File: src/rtl/microsequencer.sv
`default_nettype none
// ============================================================================
// Module   : microsequencer
// Purpose  : T-state counter, microcode ROM addressing and microinstruction
//            mux with hardwired fetch steps, plus the run/halt/single-step
//            state machine and stall handling.
// Revision : 1.0  initial release
// ============================================================================
module microsequencer #(
  parameter int TBITS = 3
) (
  input  logic                  clk,
  input  logic                  reset_bar,
  input  logic [7:0]            opcode,
  input  logic [15:0]           rom_data,
  input  logic                  RT,
  input  logic                  stall,
  input  logic                  halt_req,
  input  logic                  step,
  output logic [15:0]           uinstr,
  output logic [8+TBITS-1:0]    rom_addr,
  output logic [TBITS-1:0]      T,
  output logic                  halted,
  output logic                  instr_start
);

  // Hardwired fetch microinstructions and the idle word.
  localparam logic [15:0] FETCH0 = 16'h8040;
  localparam logic [15:0] FETCH1 = 16'hB480;
  localparam logic [15:0] NOP    = 16'hF000;

  localparam logic [TBITS-1:0] T_ZERO = '0;
  localparam logic [TBITS-1:0] T_ONE  = TBITS'(1);
  localparam logic [TBITS-1:0] T_LAST = '1;

  typedef enum logic [1:0] {
    S_RUN    = 2'd0,
    S_HALTED = 2'd1,
    S_STEP   = 2'd2
  } state_e;

  state_e             state_q, state_d;
  logic [TBITS-1:0]   t_q, t_d;
  logic               w_nop;
  logic               w_boundary;

  // A cycle is idle when halted or stalled; an idle cycle has no side effects.
  assign w_nop = (state_q == S_HALTED) || stall;

  // Boundary: the active microinstruction ends the instruction, either by RT
  // or by running off the last T-state. RT is ignored while idling.
  assign w_boundary = !w_nop && (RT || (t_q == T_LAST));

  assign T           = t_q;
  assign rom_addr    = {opcode, t_q};
  assign halted      = (state_q == S_HALTED);
  assign instr_start = (t_q == T_ZERO) && (state_q != S_HALTED) && !stall;

  // Microinstruction mux: idle word, hardwired fetch, or ROM word.
  always_comb begin
    uinstr = rom_data;
    if (w_nop) begin
      uinstr = NOP;
    end else if (t_q == T_ZERO) begin
      uinstr = FETCH0;
    end else if (t_q == T_ONE) begin
      uinstr = FETCH1;
    end
  end

  // Next T-state: hold when idle, restart at a boundary, else advance.
  always_comb begin
    t_d = t_q;
    if (w_nop) begin
      t_d = t_q;
    end else if (w_boundary) begin
      t_d = T_ZERO;
    end else begin
      t_d = t_q + T_ONE;
    end
  end

  // Run/halt/step next-state logic; halts only take effect at boundaries so
  // the running instruction always completes.
  always_comb begin
    state_d = state_q;
    case (state_q)
      S_RUN: begin
        if (w_boundary && halt_req) begin
          state_d = S_HALTED;
        end
      end
      S_HALTED: begin
        if (step) begin
          state_d = S_STEP;
        end else if (!halt_req) begin
          state_d = S_RUN;
        end
      end
      S_STEP: begin
        if (w_boundary) begin
          state_d = halt_req ? S_HALTED : S_RUN;
        end
      end
      default: begin
        state_d = S_RUN;
      end
    endcase
  end

  // State and T-counter registers; reset restarts at T0 in RUN.
  always_ff @(posedge clk or negedge reset_bar) begin
    if (!reset_bar) begin
      state_q <= S_RUN;
      t_q     <= T_ZERO;
    end else begin
      state_q <= state_d;
      t_q     <= t_d;
    end
  end

endmodule
`default_nettype wire

File: config.mk
export PLATFORM = sky130hd
export DESIGN_NAME = microsequencer
export DESIGN_NICKNAME = d
export VERILOG_FILES = /design/src/rtl/microsequencer.sv
export SDC_FILE = /design/constraint.sdc
export NUM_CORES = 1
export LEC_CHECK = 0
export ABC_CLOCK_PERIOD_IN_PS = 2600
export CAP_MARGIN = 20
export CORE_MARGIN = 2
export CORE_UTILIZATION = 29
export CTS_CLUSTER_DIAMETER = 200
export DETAILED_ROUTE_END_ITERATION = 10
export GPL_TIMING_DRIVEN = 0
export PLACE_DENSITY_LB_ADDON = 0.3
export SYNTH_ARGS = -nofsm -noshare
export SYNTH_HDL_FRONTEND = slang
export SYNTH_SLANG_ARGS = --single-unit
export TNS_END_PERCENT = 1
File: constraint.sdc
create_clock -name clk -period 2.6 [get_ports clk]
set_input_delay 0.39 -clock clk [delete_from_list [all_inputs] [get_ports clk]]
set_output_delay 0.39 -clock clk [all_outputs]
set_load 0.03 [all_outputs]
* Word-level counts from Yosys, hierarchy flattened
Index checks and enable logic that the tools add are counted.
** Word-level totals
- Register bits after elaboration :: 5
- Bits in latches :: 0
- Memory bits (writable) :: 0
- Bits in read-only memories :: 0
- Bits of input ports :: 30
- Output and inout port bits :: 32
- Word-level logic and storage cells :: 32
- Memories kept :: 0
** Operators by class
- $add $sub $neg :: 1
- Multipliers :: 0
- Div/mod/pow operators :: 0
- Magnitude comparators :: 0
- Eq/ne operators :: 8
- Shifts and indexed selects :: 0
- Mux-type cells :: 10
- Bitwise logic cells :: 0
- Reduce and logical (&&, ||, !) cells :: 11
** Operators with widths (number)
- 16-bit two-way mux :: 3
- 2-bit two-way mux :: 4
- 2-bit case mux with 3 select lines :: 1
- 1-bit logical AND :: 4
- 2-bit != test, second input constant :: 2
- 3-bit by 1-bit adder with 3-bit output, second input constant :: 1
- 3-bit by 1-bit equality test with 1-bit output, second input constant :: 1
- 3-bit equality test, second input constant :: 1
- 3-bit zero test :: 1
- 3-bit two-way mux :: 1
- 3-bit != test, second input constant :: 1
- 3-bit AND reduction :: 1
- 2-bit by 1-bit equality test with 1-bit output, second input constant :: 1
- 2-bit equality test, second input constant :: 1
- 1-bit zero test :: 2
- 2-bit zero test :: 1
- 1-bit logical OR :: 2
- 2-bit by 1-bit != test with 1-bit output, second input constant :: 1
- 1-bit two-way mux :: 1

* Logic depth before layout (Yosys ltp)
- Depth in word-level cells :: 7
- Depth in mapped cells :: 5
- Mapped depth without buffers :: 5

* Least setup slack after synthesis
Ideal clock, no wire load.
- Path kind :: flip-flop to output port
- Start :: register t_q[0] (netlist: T[0])
- End :: output uinstr[14]
- Arrival time :: 1.784 ns
- Data required time :: 2.210 ns
- Slack :: 0.426 ns
- Cell stages (with the launch flop) :: 5
- Path buffers :: 0
- Cells stage by stage :: dfrtp_1 inv_1 ha_1 o21ba_2 o21ai_0
** On the way
- Longest elaborated chain between the ends :: 4
- Elaborated cells on any way between the ends :: 5
- Classes of those cells :: eq/ne (1); mux (3); reduce/logical (1)
** RTL lines
- from (decl) :: RTL line 43 : logic [TBITS-1:0] t_q, t_d;
- from (signal assigned) :: RTL line 118 : t_q <= t_d;
- 3-bit by 1-bit equality test with 1-bit output :: RTL line 66 : end else if (t_q == T_ONE) begin
- 16-bit two-way mux :: RTL line 66
- 16-bit two-way mux (*) :: RTL line 64 : end else if (t_q == T_ZERO) begin
- 16-bit two-way mux (*) :: RTL line 62 : if (w_nop) begin
- to (decl) :: RTL line 20 : output logic [15:0] uinstr,
Mark *: on every way between the ends. The rest lies on a longest branch, timed or not.

* Worst setup path in the final report
- Start :: input stall
- End :: output instr_start
** On the way
- Longest elaborated chain between the ends :: 2
** RTL lines
- from (decl) :: RTL line 17 : input logic stall,
- 1-bit zero test :: RTL line 57 : assign instr_start = (t_q == T_ZERO) && (state_q != S_HALTED) && !stall;
- 1-bit logical AND :: RTL line 57
- to (decl) :: RTL line 24 : output logic instr_start
Every way passes these cells.

==> results.json <==
{
  "status": "complete, no violations",
  "cp-start-kind": "input port",
  "slew_headroom_pct": 76.7,
  "grt_max_degree": 11,
  "gp_congestion": 0.639,
  "min_path_type": "in -> async",
  "muxShareOfSynthArea_pct": 2.70,
  "synth_top_family_by_area": "simple AND/OR/NAND/NOR gates",
  "fin_crit_sh_pct": 95.7,
  "post-place-cells": 144,
  "drtIter0Drc": 5,
  "clk_pin_slew_worst_paths_ps": 40,
  "cts.sinks": 5,
  "synth.distinct_cells": 22,
  "power.net_switching_mw": 0.282,
  "syn_avg_cell_area_sq_um": 8.44,
  "dieWidth_microns": 47.8,
  "final_cell_mix": "clkdlybuf4s50_1, buf_4, and2_1, dlygate4sd2_1, o21ai_0",
  "postLayoutCellArea_sq_mm": 0.00114,
  "synthCells": 66,
  "synth_nets": 100,
  "synth-simple-area-share_pct": 31.2,
  "hold_viol": 0,
  "grt_remaining_overflow": 0,
  "fp.dieArea_sq_mm": 0.00229,
  "dr_total_vias": 656,
  "ios": 62,
  "fp-row-count": 15,
  "grt_pass1_wl_microns": 2080,
  "core_area_sq_mm": 0.00176,
  "routedWlPerCell_microns": 10.5,
  "syn2layout_area_growth_pct": 105,
  "wirelength_microns": 1550,
  "drv_cap": 0,
  "ant_nets": 0,
  "final-seq-area_sq_um": 125,
  "cts_tree": "built",
  "insertion_delay_ps": 240,
  "tns_ps": 0,
  "grt_pass1_vias": 500,
  "dpl.hpwl_microns": 1360,
  "synth_compound_gate_area_share_pct": 15.7,
  "powerDensity_mw_per_mm2": 551,
  "clock-root-buffer": "clkbuf_4",
  "dr.pass1.iters": 2,
  "start_util_pct": 31.6,
  "end_kind": "output pin",
  "skew_ps": 0.989,
  "internal_power_mw": 0.346,
  "grt_setup_unrepaired": "no",
  "yosys_warnings": 0,
  "fillers": 175,
  "vias_per_cell": 4.43,
  "final_cells": 148,
  "pwr-share-comb_pct": 68.6,
  "placed_cell_area_sq_mm": 0.00112,
  "sw_frac_of_total_pct": 44.9,
  "port_buffers": 53,
  "antenna_cells": 0,
  "pwr-share-seq_pct": 17.4,
  "numCtsBuffers": 3,
  "grt_use_total_pct": 13.8,
  "worstSetupPathType": "in -> out",
  "synthXorXnorAreaFrac_pct": 0,
  "ys_ff_latch": 5,
  "nNetsFinal": 158,
  "final_common_cell": "clkdlybuf4s50_1",
  "antenna_found_initial": 0,
  "ys_seq_area_share_pct": 22.5,
  "synthAdderAreaFrac_pct": 8.99,
  "drive_gt1_share_pct": 17.9,
  "worst_slew_pin_slew_ps": 348,
  "multi_input_comb_area_sq_um": 329,
  "ir_drop_uv": 274,
  "p_leak_nw": 0.558,
  "clock_path_buffers": 2,
  "cp.required_ps": 2210,
  "fmax_mhz": 402,
  "die_h_microns": 47.8,
  "layout_min_cycle_time_ps": 2490,
  "clkPwrFrac_pct": 14.1,
  "syn_area_sq_um": 557,
  "final-max-slew-violation-count": 0,
  "setup-violations-final": 0,
  "route.detailed.drc": 0,
  "cp.arrival_ps": 2100,
  "htree_levels": 1,
  "cp_max_fo": 7
}
## critical path, stage by stage
cell and delay [ps]:
clkdlybuf4s50_1 580, or2_4 350, nor2_1 110, clkdlybuf4s50_1 670
## area by class of cell
| cell class | instances | area share, % |
|---|---|---|
| repair buffers | 53 | 45.9 |
| multi-input cells | 46 | 28.8 |
| flip-flops and latches | 5 | 11.0 |
| plain buffers | 12 | 8.22 |
| well taps | 25 | 2.74 |
| clock buffers | 4 | 2.30 |
| inverters | 3 | 0.987 |
## what timing repair did
item,in CTS,in global routing
pin swaps,0,0
hold buffers,0,0
endpoints found under the setup margin,9,6
gates resized for setup,9,3
setup buffers,0,0
## synth_stat cells (all sizes together)
library cell	number	area, sq um
nand2	5	18.8
a21oi	1	5.00
o21ba	1	10.0
and2	9	56.3
nor2	3	18.8
dfrtp	5	125
ha	4	50.1
or2	1	8.76
o21ai	9	45.0
nand2b	3	18.8
inv	3	11.3
nor3	3	26.3
o211a	2	20.0
nor2b	3	26.3
o21a	1	7.51
buf	12	93.8
mux2	1	15.0
## routing by layer
metal	part of all wire (%)	up-vias	wire length, microns	global-route usage, %
li1	-	327	-	-
met3	12	2	181	6.42
met4	1.1	0	17	8.11
met2	49	48	767	22.9
met1	38	279	587	14.1
met5	0	-	0	0
## power groups by stage
stage	logic, mW	clock network (mW)	registers [mW]
4_1_cts	0.435	0.0934	0.109
5_1_grt	0.463	0.102	0.111
3_3_place_gp	0.440	0	0.109
2_1_floorplan	0.248	0	0.124
6_report	0.431	0.0885	0.109
3_5_place_dp	0.446	0	0.110
## logic make-up (layout without fill, tap and decap cells)
family,Yosys count,after routing
AO/OA/AOI/OAI,14,14
flip-flops,5,5
adder cells (fa/ha/maj),4,4
AND/OR/NAND/NOR,27,27
buffers and inverters,15,72
multiplexers,1,1
## state kept, by name, indices dropped and copies added, names as in the netlist
signal and cells:
T 3, state_q 2
## worst paths after layout
kind	to	slack, ps	start	cells after the start
worst max-delay path	instr_start	110	stall	4
worst min-delay path	T[1]	380	reset_bar	1
worst max register to register	state_q[1]	1100	T[0]	5
worst min register to register	state_q[1]	570	state_q[0]	1
max in group asynchronous	state_q[1]	2020	reset_bar	1
min in group clk	state_q[1]	570	state_q[0]	1
## per-stage QoR
stage	setup WS, ps	hold slack, ps	util [%]	total power, mW
2_1_floorplan	426	94.4	-	0.372
3_3_place_gp	35.2	471	63.4	0.548
3_5_place_dp	7.84	558	63.4	0.556
4_1_cts	31.1	374	64.3	0.637
5_1_grt	32.5	377	64.7	0.677
6_report	111	378	64.7	0.628
Power figures use the tool's default switching activity.
